`config.mk`:
```
export PLATFORM = sky130hd
export DESIGN_NAME = apb_coef_slave_flat
export DESIGN_NICKNAME = d
export VERILOG_FILES = /design/src/rtl/apb_coef_slave_if.sv /design/src/rtl/apb_coef_slave.sv /design/src/flat_wrapper.sv
export SDC_FILE = /design/constraint.sdc
export NUM_CORES = 2
export LEC_CHECK = 0
export CORE_AREA = 2 2 481 483
export CTS_CLUSTER_SIZE = 30
export DETAILED_ROUTE_END_ITERATION = 10
export DIE_AREA = 0 0 483 485
export GPL_ROUTABILITY_DRIVEN = 0
export GPL_TIMING_DRIVEN = 0
export PLACE_DENSITY = 0.51
export SYNTH_ARGS = -nofsm -noshare
export SYNTH_HDL_FRONTEND = slang
export SYNTH_SLANG_ARGS = --single-unit
```
`constraint.sdc`:
```
create_clock -name clk -period 51.7 [get_ports clk]
set_clock_uncertainty 0.2 [all_clocks]
set_input_delay 15.51 -clock clk [delete_from_list [all_inputs] [get_ports clk]]
set_output_delay 15.51 -clock clk [all_outputs]
set_load 0.01 [all_outputs]
```
`src/rtl/apb_coef_slave_if.sv`:
```
// APB slave-side bus bundle for the coefficient register block.
interface apb_coef_slave_if #(
   parameter int ADDR_WIDTH = 10
);
   logic [ADDR_WIDTH-1:0] i_paddr;
   logic                  i_psel;
   logic                  i_penable;
   logic                  i_pwrite;
   logic [31:0]           i_pwdata;
   logic [31:0]           o_prdata;
   logic                  o_pready;
   logic                  o_pslverr;

   modport master (
      output i_paddr, i_psel, i_penable, i_pwrite, i_pwdata,
      input  o_prdata, o_pready, o_pslverr
   );

   modport slave (
      input  i_paddr, i_psel, i_penable, i_pwrite, i_pwdata,
      output o_prdata, o_pready, o_pslverr
   );
endinterface

```
`src/rtl/apb_coef_slave.sv`:
```
// APB coefficient register bank with wait states; APB_COEF_SHADOW_EN adds a
// pending/active double buffer that swaps on the rising edge of i_vs.
module apb_coef_slave #(
   parameter int ADDR_WIDTH  = 10,
   parameter int NUM_REGS    = 36,
   parameter int WAIT_CYCLES = 1
) (
   input  logic                   clk,
   input  logic                   rstn_apb,
   apb_coef_slave_if.slave        apb,
   input  logic                   i_vs,
   output logic [NUM_REGS*32-1:0] o_regs,
   output logic                   o_commit
);
   localparam int             IW        = ADDR_WIDTH - 2;
   localparam logic [IW-1:0]  CTRL_IDX  = IW'(10'h3FC >> 2);
   localparam logic [2:0]     WAIT_LAST = (WAIT_CYCLES > 0) ? 3'(WAIT_CYCLES - 1) : 3'd0;

   typedef enum logic [1:0] {S_IDLE, S_SETUP, S_WAIT, S_RESP} state_t;

   state_t        state, nxt;
   logic [2:0]    wait_cnt;
   logic [IW-1:0] idx;
   logic          is_coef, is_ctrl;
   logic          wr_coef;
   logic [31:0]   rd_val;
   logic [31:0]   coef_regs [NUM_REGS];
   logic          unused_sig;

   assign idx     = apb.i_paddr[ADDR_WIDTH-1:2];
   assign is_coef = 32'(idx) < 32'(NUM_REGS);
   assign is_ctrl = (idx == CTRL_IDX);

   always_ff @(posedge clk or posedge rstn_apb) begin
      if (rstn_apb) state <= S_IDLE;
      else          state <= nxt;
   end

   // A dropped select before the response phase abandons the transfer.
   always_comb begin
      nxt = state;
      case (state)
         S_IDLE:  if (apb.i_psel && !apb.i_penable) nxt = S_SETUP;
         S_SETUP: if (!apb.i_psel)                  nxt = S_IDLE;
                  else if (apb.i_penable)           nxt = (WAIT_CYCLES > 0) ? S_WAIT : S_RESP;
         S_WAIT:  if (!apb.i_psel)                  nxt = S_IDLE;
                  else if (wait_cnt == WAIT_LAST)   nxt = S_RESP;
         S_RESP:                                    nxt = S_IDLE;
         default:                                   nxt = S_IDLE;
      endcase
   end

   always_comb begin
      apb.o_pready = (state == S_RESP);
      wr_coef      = (state == S_RESP) && apb.i_pwrite && is_coef;
   end

   always_ff @(posedge clk or posedge rstn_apb) begin
      if (rstn_apb)              wait_cnt <= '0;
      else if (state == S_WAIT)  wait_cnt <= wait_cnt + 3'd1;
      else                       wait_cnt <= '0;
   end

   always_ff @(posedge clk or posedge rstn_apb) begin
      if (rstn_apb) begin
         for (int k = 0; k < NUM_REGS; k++) coef_regs[k] <= '0;
      end else if (wr_coef) begin
         for (int k = 0; k < NUM_REGS; k++)
            if (idx == IW'(k)) coef_regs[k] <= apb.i_pwdata;
      end
   end

   // Read data and error are registered on entry to RESP and held at 0 otherwise.
   always_ff @(posedge clk or posedge rstn_apb) begin
      if (rstn_apb) begin
         apb.o_prdata  <= '0;
         apb.o_pslverr <= 1'b0;
      end else begin
         apb.o_prdata  <= (nxt == S_RESP && !apb.i_pwrite) ? rd_val : 32'd0;
         apb.o_pslverr <= (nxt == S_RESP) && !(is_coef || is_ctrl);
      end
   end

`ifdef APB_COEF_SHADOW_EN
   logic        vs_q, vs_rise, pend_flag, commit_q, wr_ctrl;
   logic [31:0] active_regs [NUM_REGS];

   assign vs_rise    = i_vs & ~vs_q;
   assign wr_ctrl    = (state == S_RESP) && apb.i_pwrite && is_ctrl;
   assign o_commit   = commit_q;
   assign unused_sig = &{1'b0, apb.i_paddr[1:0]};

   always_comb begin
      rd_val = '0;
      if (is_coef) begin
         for (int k = 0; k < NUM_REGS; k++)
            if (idx == IW'(k)) rd_val = coef_regs[k];
      end else if (is_ctrl) begin
         rd_val = {30'b0, pend_flag, 1'b0};
      end
   end

   // A request landing on the same cycle as an edge waits for the next edge.
   always_ff @(posedge clk or posedge rstn_apb) begin
      if (rstn_apb) begin
         vs_q      <= 1'b0;
         pend_flag <= 1'b0;
         commit_q  <= 1'b0;
         for (int k = 0; k < NUM_REGS; k++) active_regs[k] <= '0;
      end else begin
         vs_q     <= i_vs;
         commit_q <= vs_rise && pend_flag;
         if (vs_rise && pend_flag)
            for (int k = 0; k < NUM_REGS; k++) active_regs[k] <= coef_regs[k];
         if (wr_ctrl && apb.i_pwdata[0]) pend_flag <= 1'b1;
         else if (vs_rise)               pend_flag <= 1'b0;
      end
   end

   for (genvar k = 0; k < NUM_REGS; k++) begin : g_out
      assign o_regs[32*k +: 32] = active_regs[k];
   end
`else
   assign o_commit   = wr_coef;
   assign unused_sig = &{1'b0, apb.i_paddr[1:0], i_vs};

   always_comb begin
      rd_val = '0;
      if (is_coef)
         for (int k = 0; k < NUM_REGS; k++)
            if (idx == IW'(k)) rd_val = coef_regs[k];
   end

   for (genvar k = 0; k < NUM_REGS; k++) begin : g_out
      assign o_regs[32*k +: 32] = coef_regs[k];
   end
`endif
endmodule

```
`src/flat_wrapper.sv`:
```
// flat-port wrapper written by rule: the top's interface ports become plain ports
module apb_coef_slave_flat 
#(
   parameter int ADDR_WIDTH  = 10,
   parameter int NUM_REGS    = 36,
   parameter int WAIT_CYCLES = 1
)
  (clk, rstn_apb, i_vs, o_regs, o_commit, apb_i_paddr, apb_i_psel, apb_i_penable, apb_i_pwrite, apb_i_pwdata, apb_o_prdata, apb_o_pready, apb_o_pslverr);
  apb_coef_slave_if #(.ADDR_WIDTH(ADDR_WIDTH)) apb_i ();
  input  logic clk;
  input  logic rstn_apb;
  input  logic i_vs;
  output logic [NUM_REGS*32-1:0] o_regs;
  output logic o_commit;
  input wire logic [$bits(apb_i.i_paddr)-1:0] apb_i_paddr;
  input wire logic [$bits(apb_i.i_psel)-1:0] apb_i_psel;
  input wire logic [$bits(apb_i.i_penable)-1:0] apb_i_penable;
  input wire logic [$bits(apb_i.i_pwrite)-1:0] apb_i_pwrite;
  input wire logic [$bits(apb_i.i_pwdata)-1:0] apb_i_pwdata;
  output wire logic [$bits(apb_i.o_prdata)-1:0] apb_o_prdata;
  output wire logic [$bits(apb_i.o_pready)-1:0] apb_o_pready;
  output wire logic [$bits(apb_i.o_pslverr)-1:0] apb_o_pslverr;
  assign apb_i.i_paddr = apb_i_paddr;
  assign apb_i.i_psel = apb_i_psel;
  assign apb_i.i_penable = apb_i_penable;
  assign apb_i.i_pwrite = apb_i_pwrite;
  assign apb_i.i_pwdata = apb_i_pwdata;
  assign apb_o_prdata = apb_i.o_prdata;
  assign apb_o_pready = apb_i.o_pready;
  assign apb_o_pslverr = apb_i.o_pslverr;
  apb_coef_slave #(.ADDR_WIDTH(ADDR_WIDTH), .NUM_REGS(NUM_REGS), .WAIT_CYCLES(WAIT_CYCLES)) u_core (.clk(clk), .rstn_apb(rstn_apb), .apb(apb_i), .i_vs(i_vs), .o_regs(o_regs), .o_commit(o_commit));
endmodule
```
==> results.md <==
* Final total power at 2.18 mW
* Post-Synthesis Cells at 4053
* Nets at 5496
* Mapped cell area at 0.0536 mm2
* GR Overflow Total at 0
* Clock latency on the worst-skew pair at 0.86 ns
* 1st-pass router iterations at 9
* Fmax at approximately 28 MHz
* Worst Hold End: u_core.wait_cnt[0]
* Htree depth at 4
* VDD IR max at 0.0287 mV
* Depth of the most critical reg-to-reg path at 7
* Fin. Hold Viols at 0
* Min-Delay Path Class: reg -> reg
* Fillers at 23.1k
* RR Startpoint: u_core.state[1]
* Max Cap Violations at 17
* Worst EP arrival at 19.87 ns
* CTS tree: built
* CTS Sinks at 1190
* Post-route minimum period at 35.58 ns
* Setup TNS at 0 ns
* Vias post-DR at 49.3k
* First-pass GRT wire length at 564 mm
* Total CTS buffers at ~150
* Wirelength per Cell at 52.9 um
* Vias in the first global route at approximately 47k
* Period utilization at 0.688
* Placed cell area at 0.0704 mm2
* Routed wire length at between 400 and 500 mm
* Die Width at between 400 and 500 um
* Ys Warns at 0
* FF+latch count, synth at 1190
* Pwr per Cell Area at 28.8 mW/mm2
* CTS resizes at 0
* Post-Layout Inst Area at 0.0756 mm2
* Distinct cells, synth at 85
* CP Class: in -> out
* Largest net degree at the start of global routing at 121
* R2R Setup Slk at 47.28 ns
* # hold bufs at CTS at 0
* CP required at around 36 ns
* Final ANT Viol Nets at 0
* Most common cell after layout, fill and taps aside: clkdlybuf4s50_1
* Clk buf depth at 3
* CP startpoint kind: input pin
* Post-CTS Setup Repair Bufs at 0
* Top_reg_cell synth: dfrtp_1
* CP startpoint: apb_i_paddr[5]
* Status: finished, violations left
* Area of the core at approximately 0.23 mm2
* Iter 0 DRT Violations at about 6.6k
* Final max-slew violation count at around 90
* Fraction of layout instances using a drive strength above 1 at 0.311
* Sequential element share of the synthesized area at 0.555
* Total GRT Usage at 0.377
* Row Count at around 180
* Hold slack at 0.277 ns
* Initial core utilization at 0.234
* DR vias/cell at 5.71
* Leak at 34.0 nW
* Synth Area per Inst at ~13 um2
* Commonest cells after routing, fill and taps aside: 1196 x clkdlybuf4s50_1, 1190 x dfrtp_1, 1155 x mux2_2, 172 x buf_2, 170 x clkbuf_1
* Clk pin slew, worst setup/hold paths at 0.06 ns
* Worst-path fanout max at 10
* DPL Wire Length at 357 mm
* Hold path cells at 1
* Synth async-reset ratio at 1.00
* Final-report setup violation count at 0
* Worst Min Path Start: u_core.wait_cnt[0]
* RR Endpoint: u_core.o_regs[441]
* Failing checks: capacitance limit, slew limit
* Post-synth EDFFs at 0
* Max_slew headroom at -0.220
* Area grow syn2layout at 41.0%
* Boundary pin count at 1235
* RSZ-0062 raised after global routing: false
* Slew @ Worst Pin at 1.81 ns
* DRC Markers at 0
* Vert. Die Dim at 485 um
* Full die area at 0.234 mm2
* Clock Tree Root: clkbuf_16
* Crit end category: primary output
* Input/output buffers at 1196
* Initial antenna violation count at 76
* Syn_nets at just over 4k
critical path, stage by stage:
cell	delay (ns)
clkdlybuf4s50_1	0.59
or2_1	0.30
buf_2	0.33
o21ai_1	0.32
and2_1	0.18
nand3_1	0.69
inv_2	0.76
buf_2	0.42
clkdlybuf4s50_1	0.72
final cells by class:
cell class | instances | area (um2) | share of cell area
Buffer | 414 | 1860 | 0.0245
Tap cell | 3026 | 3790 | 0.0501
Inverter | 11 | 48.8 | 0.000645
Sequential cell | 1190 | 29800 | 0.394
Multi-Input combinational cell | 2438 | 22200 | 0.293
Timing Repair Buffer | 1240 | 12800 | 0.169
Antenna cell | 44 | 110 | 0.00146
Clock buffer | 208 | 4220 | 0.0558
Clock inverter | 59 | 887 | 0.0117
logic make-up after synthesis:
family                   Yosys count  share of synthesized area
multiplexers                    1274                      0.273
flip-flops                      1190                      0.555
AO/OA/AOI/OAI                    692                     0.0934
AND/OR/NAND/NOR                  469                     0.0438
buffers and inverters            425                     0.0343
adder cells (fa/ha/maj)            2                   0.000467
XOR/XNOR                           1                   0.000163
routing by layer:
| layer | track usage | up-vias | share of wire |
|---|---|---|---|
| met3 | 0.167 | 870 | 0.12 |
| met5 | 0 | - | 0.00021 |
| met1 | 0.460 | 26600 | 0.39 |
| met2 | 0.553 | 3782 | 0.42 |
| met4 | 0.211 | 14 | 0.065 |
| li1 | - | 18000 | - |
sequential cells by signal, indices dropped and copies added, names as in the netlist:
register              cells
u_core.state              2
u_core.o_regs          1152
u_core.apb.o_prdata      32
u_core.apb.o_pslverr      1
u_core.wait_cnt           3
per-stage QoR:
step | utilization | std cells | worst slack (ns)
detailed placement | 0.307 | 8316 | 16.53
floorplan | - | 4053 | 2.47
global placement | 0.303 | 8275 | -14.65
finish | 0.330 | 8630 | 16.12
CTS | 0.330 | 8583 | 16.51
global route | 0.330 | 8592 | 16.36
Yosys cell counts (all sizes together) (19+ instances only):
| library cell | n | area share |
|---|---|---|
| buf | 242 | 0.022 |
| a22oi | 140 | 0.020 |
| o22ai | 35 | 0.0041 |
| o221ai | 19 | 0.0031 |
| nand2 | 136 | 0.0096 |
| nand3 | 51 | 0.0048 |
| a222oi | 25 | 0.0047 |
| a21oi | 117 | 0.011 |
| mux2i | 62 | 0.012 |
| a221oi | 69 | 0.011 |
| mux2 | 1181 | 0.25 |
| clkbuf | 172 | 0.012 |
| nor3 | 60 | 0.0071 |
| o21ai | 95 | 0.0089 |
| dfrtp | 1190 | 0.56 |
| nor2 | 115 | 0.0084 |
| mux4 | 31 | 0.013 |
| a221o | 24 | 0.0045 |
| a22o | 38 | 0.0062 |
where the power goes:
part           leakage, nW  total, mW  internal, mW  switching, mW
Sequential            16.6      0.932         0.932       0.000501
Clock                 2.48       1.13         0.643          0.483
Combinational         14.9      0.119        0.0161          0.103
Total                 34.0       2.18          1.59          0.587
worst max path at each step:
stage / to / slack, ns / cells after the start
2_1_floorplan: u_core.apb.o_prdata[0] / 2.47 / 1
3_3_place_gp: u_core.o_regs[46] / -14.65 / 2
3_5_place_dp: o_commit / 16.53 / 9
4_1_cts: o_commit / 16.51 / 9
5_1_grt: o_commit / 16.36 / 9
6_report: o_commit / 16.12 / 9
Note: power is estimated with default switching activity, not from simulation.
